$ cat src/rtl/des_key_schedule.sv
// DES round-subkey generator: forward K1..K16, precalc pass to K16, reverse K16..K1.
// Optional macro DES_KS_FAST_PRECALC_EN collapses PRECALC to one cycle (C16D16 == C0D0).
module des_key_schedule #(
  parameter int KEY_W    = 64,
  parameter int SUBKEY_W = 48
) (
  input  logic                clk,
  input  logic                rst_n,
  input  logic [KEY_W-1:0]    key_in,
  input  logic                key_load,
  input  logic                key_process,
  input  logic                encipher_process,
  input  logic                decipher_process,
  output logic [SUBKEY_W-1:0] subkey,
  output logic                subkey_valid,
  output logic [4:0]          round_num,
  output logic                k16_complete,
  output logic                ks_busy
);

  typedef enum logic [2:0] {IDLE, ENC_RUN, PRECALC, DEC_READY, DEC_RUN} state_e;

  localparam int PC1_T [56] = '{
    57, 49, 41, 33, 25, 17,  9,  1, 58, 50, 42, 34, 26, 18,
    10,  2, 59, 51, 43, 35, 27, 19, 11,  3, 60, 52, 44, 36,
    63, 55, 47, 39, 31, 23, 15,  7, 62, 54, 46, 38, 30, 22,
    14,  6, 61, 53, 45, 37, 29, 21, 13,  5, 28, 20, 12,  4};

  localparam int PC2_T [48] = '{
    14, 17, 11, 24,  1,  5,  3, 28, 15,  6, 21, 10,
    23, 19, 12,  4, 26,  8, 16,  7, 27, 20, 13,  2,
    41, 52, 31, 37, 47, 55, 30, 40, 51, 45, 33, 48,
    44, 49, 39, 56, 34, 53, 46, 42, 50, 36, 29, 32};

  // Tables use DES numbering: bit 1 is the MSB of the vector.
  function automatic logic [55:0] pc1(input logic [63:0] k);
    logic [55:0] r;
    r = '0;
    for (int i = 0; i < 56; i++) r[55-i] = k[6'(64 - PC1_T[i])];
    return r;
  endfunction

  function automatic logic [47:0] pc2(input logic [55:0] cd);
    logic [47:0] r;
    r = '0;
    for (int i = 0; i < 48; i++) r[47-i] = cd[6'(56 - PC2_T[i])];
    return r;
  endfunction

  function automatic logic shift_two(input logic [4:0] n);
    return !(n == 5'd1 || n == 5'd2 || n == 5'd9 || n == 5'd16);
  endfunction

  function automatic logic [27:0] rotl(input logic [27:0] x, input logic two);
    return two ? {x[25:0], x[27:26]} : {x[26:0], x[27]};
  endfunction

  function automatic logic [27:0] rotr(input logic [27:0] x, input logic two);
    return two ? {x[1:0], x[27:2]} : {x[0], x[27:1]};
  endfunction

  state_e               state_q;
  logic [27:0]          c_q, d_q;
  logic [4:0]           cnt_q;
  logic [SUBKEY_W-1:0]  subkey_q;
  logic                 valid_q, k16_q;
  logic [4:0]           round_q;

  logic [4:0]  step_d;
  logic        fwd_two_d, rev_two_d;
  logic [27:0] c_fwd_d, d_fwd_d, c_rev_d, d_rev_d, c_end_d, d_end_d;

  always_comb begin
    step_d    = cnt_q + 5'd1;
    fwd_two_d = shift_two(step_d);
    rev_two_d = shift_two(5'd18 - step_d);
    c_fwd_d   = rotl(c_q, fwd_two_d);
    d_fwd_d   = rotl(d_q, fwd_two_d);
    c_rev_d   = rotr(c_q, rev_two_d);
    d_rev_d   = rotr(d_q, rev_two_d);
    // After K1 is issued, undo S[1] so the pass leaves C0,D0 behind.
    c_end_d   = rotr(c_rev_d, 1'b0);
    d_end_d   = rotr(d_rev_d, 1'b0);
  end

  always_ff @(posedge clk or negedge rst_n) begin
    if (!rst_n) begin
      state_q  <= IDLE;
      c_q      <= '0;
      d_q      <= '0;
      cnt_q    <= '0;
      subkey_q <= '0;
      valid_q  <= 1'b0;
      round_q  <= '0;
      k16_q    <= 1'b0;
    end else if (key_load) begin
      state_q    <= IDLE;
      {c_q, d_q} <= pc1(key_in);
      cnt_q      <= '0;
      valid_q    <= 1'b0;
      round_q    <= '0;
      k16_q      <= 1'b0;
    end else begin
      valid_q <= 1'b0;
      round_q <= '0;
      k16_q   <= 1'b0;
      case (state_q)
        IDLE: begin
          if (key_process && encipher_process) begin
            state_q <= ENC_RUN;
            cnt_q   <= '0;
          end else if (key_process && !decipher_process) begin
            state_q <= PRECALC;
            cnt_q   <= '0;
          end
        end
        ENC_RUN: begin
          c_q      <= c_fwd_d;
          d_q      <= d_fwd_d;
          subkey_q <= pc2({c_fwd_d, d_fwd_d});
          valid_q  <= 1'b1;
          round_q  <= step_d;
          cnt_q    <= step_d;
          if (step_d == 5'd16) begin
            k16_q   <= 1'b1;
            state_q <= IDLE;
            cnt_q   <= '0;
          end
        end
        PRECALC: begin
          if (!key_process) begin
            state_q <= IDLE;
          end else begin
`ifdef DES_KS_FAST_PRECALC_EN
            k16_q   <= 1'b1;
            state_q <= DEC_READY;
            cnt_q   <= '0;
`else
            c_q   <= c_fwd_d;
            d_q   <= d_fwd_d;
            cnt_q <= step_d;
            if (step_d == 5'd16) begin
              k16_q   <= 1'b1;
              state_q <= DEC_READY;
              cnt_q   <= '0;
            end
`endif
          end
        end
        DEC_READY: begin
          if (!key_process) begin
            state_q <= IDLE;
          end else if (decipher_process && !encipher_process) begin
            state_q <= DEC_RUN;
            cnt_q   <= '0;
          end
        end
        DEC_RUN: begin
          valid_q <= 1'b1;
          round_q <= step_d;
          cnt_q   <= step_d;
          if (cnt_q == 5'd0) begin
            subkey_q <= pc2({c_q, d_q});
          end else begin
            subkey_q <= pc2({c_rev_d, d_rev_d});
            if (step_d == 5'd16) {c_q, d_q} <= {c_end_d, d_end_d};
            else                 {c_q, d_q} <= {c_rev_d, d_rev_d};
          end
          if (step_d == 5'd16) begin
            k16_q   <= 1'b1;
            state_q <= IDLE;
            cnt_q   <= '0;
          end
        end
        default: state_q <= IDLE;
      endcase
    end
  end

  assign subkey       = subkey_q;
  assign subkey_valid = valid_q;
  assign round_num    = round_q;
  assign k16_complete = k16_q;
  assign ks_busy      = (state_q != IDLE);

`ifndef SYNTHESIS
  a_proc_exclusive: assert property (@(posedge clk) disable iff (!rst_n)
    !(encipher_process && decipher_process));
`endif

endmodule

$ cat config.mk
export PLATFORM = sky130hd
export DESIGN_NAME = des_key_schedule
export DESIGN_NICKNAME = d
export VERILOG_FILES = /design/src/rtl/des_key_schedule.sv
export SDC_FILE = /design/constraint.sdc
export NUM_CORES = 1
export LEC_CHECK = 0
export CAP_MARGIN = 25
export CELL_PAD_IN_SITES_DETAIL_PLACEMENT = 1
export CELL_PAD_IN_SITES_GLOBAL_PLACEMENT = 2
export CORE_MARGIN = 3
export CORE_UTILIZATION = 33
export CTS_BUF_LIST = sky130_fd_sc_hd__clkbuf_16
export DETAILED_ROUTE_END_ITERATION = 7
export PLACE_DENSITY = 0.93
export SLEW_MARGIN = 5
export SYNTH_ARGS = -nofsm -noshare
export SYNTH_HDL_FRONTEND = slang
export SYNTH_SLANG_ARGS = --single-unit
$ cat constraint.sdc
create_clock -name clk -period 4.2 [get_ports clk]
set_input_delay 1.26 -clock clk [delete_from_list [all_inputs] [get_ports clk]]
set_output_delay 1.26 -clock clk [all_outputs]
set_load 0.01 [all_outputs]
* Yosys cells after proc, flatten, opt, wreduce, memory -nomap -nowiden
Index checks and enable logic that the tools add are counted.
** Operators by class
- Reductions and logical operators :: 22
- Muxes and demuxes :: 41
- $add $sub $neg :: 2
- Equal/unequal tests :: 20
- Bitwise gates (word level) :: 1
** Operators with widths (number)
- two-way mux 28 bit :: 12
- one-hot mux 28 bit (3 select lines) :: 2
- one-hot mux 41 bit (2 select lines) :: 1
- two-way mux 5 bit :: 9
- two-way mux 41 bit :: 1
- two-way mux 3 bit :: 8
- one-hot mux 5 bit (4 select lines) :: 1
- != test 3 bit, second input constant :: 4
- != test 4 bit, second input constant :: 3
- one-hot mux 3 bit (4 select lines) :: 1
- equality test 5 x 1 -> 1 bit, second input constant :: 2
- equality test 5 x 2 -> 1 bit, second input constant :: 2
- equality test 5 x 4 -> 1 bit, second input constant :: 2
- equality test 5 bit, second input constant :: 2
- equality test 3 x 2 -> 1 bit, second input constant :: 2
- logical OR 1 bit :: 6
- adder 5 x 1 -> 5 bit, second input constant :: 1
- zero test 5 bit :: 1
- two-way mux 1 bit :: 5
- AND reduction 5 bit :: 1
- nonzero test 5 bit :: 1
- subtractor 5 bit, first input constant :: 1
- AND reduction 4 bit :: 1
- nonzero test 4 bit :: 1
- other kinds (13) :: 16
** Storage, ports and cells
- Register bits after elaboration :: 119
- Output and inout port bits :: 56
- Input bits :: 70
- Word-level logic and storage cells :: 94

* Longest topological paths before layout
Gate-level depths: netlist of the first run.
- Depth in word-level cells :: 11
- Mapped depth :: 12
- Gate-level depth less buffers :: 9

* Least setup slack after synthesis of the first run
OpenSTA, ideal clock, no wires.
- Path kind :: register to register
- From :: reg cnt_q[0]
- To :: reg d_q[12]
- Buffers on the path :: 3
- Cell stages (with the launch flop) :: 13
- Path slack :: 1.117 ns
- Library setup time :: 0.139 ns
- Data arrival time :: 2.945 ns
- Period minus slack after synthesis :: 3.083 ns
- Path through :: dfrtp_1 -> buf_1 -> inv_1 -> ha_1 -> nor2_1 -> a21oi_1 -> a211o_1 -> mux2i_1 -> or4b_4 -> buf_6 -> buf_6 -> a21oi_1 -> o221ai_1
** Between the ends
- Longest elaborated chain between the ends :: 11
** RTL lines
- from (decl) :: line 64 : logic [4:0] cnt_q;
- from (signal assigned) :: line 123 : cnt_q <= step_d;
- from (signal assigned) :: line 141 : cnt_q <= step_d;
- from (signal assigned) :: line 161 : cnt_q <= step_d;
- adder 5 x 1 -> 5 bit :: line 74 : step_d = cnt_q + 5'd1;
- subtractor 5 bit :: line 76 : rev_two_d = shift_two(5'd18 - step_d);
- equality test 5 x 1 -> 1 bit / equality test 5 x 2 -> 1 bit (equally long branches) :: line 51 : return !(n == 5'd1 || n == 5'd2 || n == 5'd9 || n == 5'd16);
- logical OR 1 bit (3 in a row) :: line 51
- two-way mux 28 bit :: line 59 : return two ? {x[1:0], x[27:2]} : {x[0], x[27:1]};
- two-way mux 28 bit :: line 166 : if (step_d == 5'd16) {c_q, d_q} <= {c_end_d, d_end_d};
- two-way mux 28 bit :: line 162 : if (cnt_q == 5'd0) begin
- one-hot mux 28 bit (3 select lines) :: line 107 : case (state_q)
- two-way mux 28 bit :: line 96 : end else if (key_load) begin
- to (signal assigned) :: line 98 : {c_q, d_q} <= pc1(key_in);
- to (signal assigned) :: line 166
- to (signal assigned) :: line 167 : else {c_q, d_q} <= {c_rev_d, d_rev_d};
- to (decl) :: line 63 : logic [27:0] c_q, d_q;
Several ways; a longest one is shown, not always the timed one. The select of a mux whose other input is x is not followed.
A chain may end at the register's enable or synchronous reset.

* Final worst setup path of the first run
- From :: reg cnt_q[1]
- To :: reg d_q[17]
Same word-level chain as after synthesis.

==> metrics.md, run 1 <==
| Metric | Value |
|---|---|
| WP data required | 4450 ps |
| GP Congestion | 0.9032 |
| Hold Crit Class | flop to flop |
| Dominant cells by area after synthesis | dfrtp_1, mux2i_1, a21oi_1, o221ai_1, nor2_1 |
| IO buf count | 68 |
| Rows | 56 |
| Cell mode on critical path | buf_4 |
| Clock latency on the worst-skew pair | 360 ps |
| GRT Total Usage | 0.2268 |
| Leading area contributor after synthesis | dfrtp_1 |
| Area of the core | 23610 um^2 |
| Sequential power share | 0.370 |
| Synthesis-to-layout area growth | 14.43% |
| Wire per inst | 23.40 um |
| Die Wd | 161.6 um |
| Fmax | 284.1 MHz |
| Compound-Gate Fraction of Synth Area | 0.3505 |
| Share of cells above drive strength 1 | 0.1125 |
| Max VDD drop | 0.1624 mV |
| GRT overflow | 0 |
| Initial antenna violation count | 0 |
| Final Power | 3.926 mW |
| Pre-antenna DRT Iters | 5 |
| Int Power | 2.336 mW |
| Synth Flop Type | dfrtp_1 |
| Post-synth EDFFs | 0 |
| Tcrit/Tclk final | 0.8381 |
| Synth top cells by count | a21oi_1, dfrtp_1, nor2_1 |
| Adder-cell share of the synthesized area | 0.009400 |
| Post-CTS sizing | 0 |
| Antenna cells | 0 |
| H-Tree Depth | 3 |
| Worst-case clock buffer depth | 2 |
| P_sw | 1.590 mW |
| Ys Warns | 0 |
| Min Hold Slack | 489.7 ps |
| Proportion of synthesized chip area in sequential cells | 0.3071 |
| Vias in the first global route | 8141 |
| Final wirelength | 29930 um |
| #FFs+latches synth | 98 |
| Critical Path, Cell by Cell | ha_1 > nand3_1 > xnor2_2 > mux2i_1 > buf_4 > a2bb2oi_4 > buf_4 > o221ai_1 > o32ai_1 |
| Worst-Margin Slew | 936.5 ps |
| Clock root buffer | clkbuf_16 |
| Clk network pwr share | 0.216 |
| CTS tree | done |
| Crit Path Category | flop to flop |
| Unrepaired setup endpoints after global routing | no |
| Nets | 1031 |
| Mux contribution to synthesized area | 0.1134 |
| Max FO, Critical Path | 37 |
| Most common cell in the netlist | a21oi_1 |
| CTS buffer count | 9 |
| Crit path time final | 3520 ps |
| Ys async rst share | 1.000 |
| Critical path arrival | 3770 ps |
| 1st-iter DRT viols | 800 |
| Setup Buffers After CTS | 0 |
| Largest net degree at the start of global routing | 59 |
| Share of the synthesized area in the top cell type | 0.3071 |
| Die area | 26100 um^2 |
| P per Cell Area | 429.6 nW/um^2 |
| Switching share of power | 0.4050 |
| TritonCTS Sinks | 98 |
| Cells after synthesis | 952 |
| DRC Markers | 0 |
| Post-DP HPWL | 19530 um |
| Total Neg Setup Slack | 0 ps |
| Max-slew headroom | 0.3757 |
| # Max-Cap Violations | 0 |
| Final design utilization | 0.3870 |
| Antenna Violating Nets Remaining | 0 |
| Highest cell delay on the worst timing path | 630 ps |
| Combinational family with the most area after synthesis | compound AO/OA/AOI/OAI gates |
| Startpoint class of the critical path | flop |
| Top Ports | 126 |
| Xor/xnor cell area share of the yosys netlist | 0.01379 |
| Total number of vias | 8147 |
| WP buf/inv | 2 |
| Synthesized cell area | 7986 um^2 |
| Global-route wire length before repair | 47730 um |
| Final Max Slew Viols | 0 |
| Synth cell types | 71 |
| Initial core utilization | 0.3382 |
| Status | finished clean |
| Largest delay contributor family on the critical path | compound AO/OA/AOI/OAI gates |
| Vias per inst | 6.370 |
| Comb pwr share | 0.414 |
| Endpoints failing setup | 0 |
| Slowest-stage cell, CP | xnor2_2 |
| Mean Syn Cell Area | 8.389 um^2 |
| Final Hold Fails | 0 |
| Crit path capture type | flop |
| # hold bufs at CTS | 0 |
| Worst-path clk slew | 80 ps |
| Post-synthesis simple-gate area fraction | 0.1083 |
| DIE HEIGHT | 161.6 um |
| Leak | 3.680 nW |
| Clock skew | 9.528 ps |
[worst paths after layout]
| check | from | to | slack [ps] | cells after the start |
|---|---|---|---|---|
| worst min register to register | subkey[18] | subkey[18] | 490 | 2 |
| min in group asynchronous | rst_n | c_q[6] | 980 | 1 |
| worst max register to register | cnt_q[1] | d_q[17] | 680 | 9 |
| worst min-delay path | subkey[18] | subkey[18] | 490 | 2 |
| max in group asynchronous | rst_n | d_q[17] | 2460 | 2 |
| worst max-delay path | cnt_q[1] | d_q[17] | 680 | 9 |
[per-layer routing]
layer	vias up	GRT usage	wire (um)
li1	3594	-	-
met1	4082	0.3136	13000
met2	408	0.3596	13750
met3	63	0.03898	2446
met4	0	0.07665	728
met5	-	0	0
[through the flow]
stage	setup WS [ps]	instance area (um^2)	std cells
finish	680.1	9139	1279
CTS	682.5	9139	1279
detailed placement	668.8	8852	1263
global route	373.0	9139	1279
floorplan	1117	8061	972
global placement	623.2	8832	1262
[logic make-up (layout without fill, tap and decap cells)]
| logic type | after synthesis | after routing |
|---|---|---|
| buf+inv | 169 | 157 |
| compound gates | 394 | 394 |
| other cells | 1 | 21 |
| fa+ha+maj | 6 | 6 |
| simple gates | 189 | 189 |
| mux | 87 | 87 |
| flops | 98 | 98 |
| xor+xnor | 8 | 8 |
[state kept, by name, indices dropped and copies added, names as in the netlist]
name,flops
c_q,28
d_q,28
subkey,27
cnt_q,5
round_num,5
state_q,3
k16_complete,1
subkey_valid,1
[cell usage in the layout (no fill, tap or decap), drive strengths merged, types with 18 or more instances in the layout]
cell	n
a21oi	113
mux2i	59
o221ai	63
buf	37
o21ai	42
mux2	28
nand2	48
o32ai	18
nor2	85
clkdlybuf4s50	66
inv	40
a2bb2oi	24
a221oi	18
o22ai	27
conb	21
dfrtp	98
[power groups by stage]
stage,Sequential (mW),Clock (mW),Combinational (mW)
global placement,1.45,0,1.57
global route,1.49,0.888,1.74
detailed placement,1.46,0,1.60
CTS,1.45,0.857,1.61
finish,1.45,0.847,1.63
floorplan,1.35,0,1.02
[worst min-delay path, stage by stage, from the launching register on]
cell and delay [ps]:
dfrtp_1 350, nand2_1 50, o21ai_1 60
[layout make-up]
class,instances,area [um^2]
clock buffer,9,225.2
clock inverter,7,61.31
fill,2787,14470
inverter,38,142.6
multi-input combinational,705,4872
sequential,98,2452
tap,319,399.1
timing repair buffer,103,985.9
Note: power is estimated with default switching activity, not from simulation.
==> run 2, diff against run 1 <==
- clock period: 4.2 -> 3.67 ns (I/O delays scaled with it)
==> run 2 against run 1 <==
Compared with the run above: die area unchanged; setup slack worse by 480 ps; sequential power up 14%; cell area up 1.2%; final cell count up 0.70%; critical path depth up 1; critical endpoint is now d_q[11]; largest cell class unchanged.
==> metrics.md, run 2 (synthesis gave the netlist of run 1 again) <==
| Metric | Value |
|---|---|
| Status | finished clean |
| Hold Crit Class | flop to flop |
| Final Max Slew Viols | 0 |
| Setup Buffers After CTS | 0 |
| Crit Path Category | flop to flop |
| H-Tree Depth | 3 |
| Worst r2r dst | d_q[11] |
| Post-DP HPWL | 19640 um |
| Max FO, Critical Path | 10 |
| Min Hold Slack | 494.5 ps |
| Worst Reg-to-Reg Cells | 10 |
| Max VDD drop | 0.1816 mV |
| Final wirelength | 29110 um |
| CTS buffer count | 9 |
| # Max-Cap Violations | 0 |
| Wire per inst | 22.60 um |
| Vias per inst | 6.278 |
| Fmax | 287.8 MHz |
| Nets | 1040 |
| GRT Total Usage | 0.2186 |
| Commonest non-fill, non-tap cell in the layout | a21oi_1 |
| Hold Path Depth | 2 |
| Worst-path clk slew | 80 ps |
| DRC Markers | 0 |
| 1st-iter DRT viols | 765 |
| TritonCTS Sinks | 98 |
| Endpoints failing setup | 0 |
| DIE HEIGHT | 161.6 um |
| Top Ports | 126 |
| Worst R2R Start | cnt_q[0] |
| Final Power | 4.548 mW |
| Total Neg Setup Slack | 0 ps |
| Leak | 3.751 nW |
| Area of the core | 23610 um^2 |
| Most frequent cells in the layout | a21oi_1, dfrtp_1, nor2_1 |
| Clock skew | 13.40 ps |
| Synthesis-to-layout area growth | 15.82% |
| Worst-Margin Slew | 765.7 ps |
| Antenna cells | 0 |
| Antenna Violating Nets Remaining | 0 |
| IO buf count | 68 |
| Rows | 56 |
| Global-route wire length before repair | 46320 um |
| CTS tree | done |
| Crit path time final | 3475 ps |
| Clock root buffer | clkbuf_16 |
| Pre-antenna DRT Iters | 5 |
| Total number of vias | 8086 |
| GRT overflow | 0 |
| Die area | 26100 um^2 |
| Startpoint class of the critical path | flop |
| Fillers | 2763 |
| WP data required | 3930 ps |
| Critical path arrival | 3730 ps |
| Share of cells above drive strength 1 | 0.1207 |
| Unrepaired setup endpoints after global routing | no |
| Final Hold Fails | 0 |
| Crit path capture type | flop |
| P per Cell Area | 491.6 nW/um^2 |
| Worst-case clock buffer depth | 2 |
| GP Congestion | 0.9363 |
| HP Start | subkey[11] |
| Initial core utilization | 0.3382 |
| Initial antenna violation count | 0 |
| Max-slew headroom | 0.4896 |
| Vias in the first global route | 8009 |
| Clock latency on the worst-skew pair | 360 ps |
| FF-to-FF setup slack | 200 ps |
| Die Wd | 161.6 um |
| Largest net degree at the start of global routing | 57 |
| Min-Delay Endpoint | subkey[11] |
| Post-CTS sizing | 0 |
| # hold bufs at CTS | 0 |
| Tcrit/Tclk final | 0.9467 |
run 2: worst max path at each step:
stage,start,endpoint,slack [ps],cells after the start
after floorplan,cnt_q[0],d_q[12],590,12
after global placement,cnt_q[0],d_q[11],410,9
after detailed placement,cnt_q[0],c_q[0],320,10
after CTS,cnt_q[0],c_q[0],290,10
after global routing,cnt_q[0],d_q[22],60,10
final,cnt_q[0],d_q[11],200,10
run 2: area by class of cell:
| class | instances | area, um^2 | area share |
|---|---|---|---|
| clock buffers | 9 | 225.2 | 0.02435 |
| clock inverters | 7 | 67.56 | 0.007304 |
| inverters | 38 | 142.6 | 0.01542 |
| multi-input cells | 705 | 4872 | 0.5267 |
| flip-flops and latches | 98 | 2452 | 0.2651 |
| well taps | 319 | 399.1 | 0.04315 |
| repair buffers | 112 | 1091 | 0.1179 |
run 2: through the flow:
stage	setup slack [ps]	utilization	cells	instance area, um^2
finish	195.4	0.3917	1288	9250
global route	57.77	0.3917	1288	9250
CTS	288.3	0.3917	1288	9250
floorplan	586.7	-	972	8061
detailed placement	324.5	0.3793	1272	8957
global placement	410.9	0.3793	1272	8957
run 2: layer usage:
layer	up-vias	routed length, um	GRT usage
met3	50	2234	0.03591
met1	4054	13000	0.3128
met4	0	626	0.07000
met2	372	13250	0.3371
met5	-	0	0
li1	3610	-	-
run 2: critical path, stage by stage, from the launching register on:
cell and delay, ps:
dfrtp_1 500, inv_1 140, ha_1 380, nor2_1 260, a21oi_1 190, a2111oi_4 700
nor2_1 200, nor2_4 320, buf_4 260, o32ai_1 100, o32ai_1 310
run 2: power by group:
part | switching [mW] | leakage, nW | internal, mW
clock network | 0.505 | 0.142 | 0.482
registers | 0.347 | 1.22 | 1.31
logic | 0.973 | 2.39 | 0.927
==> run 3, diff against run 2 <==
- SLEW_MARGIN: 5 -> 10
==> results of run 3 <==
Same layout as run 2: the final DEF is identical, and so are final timing and power.
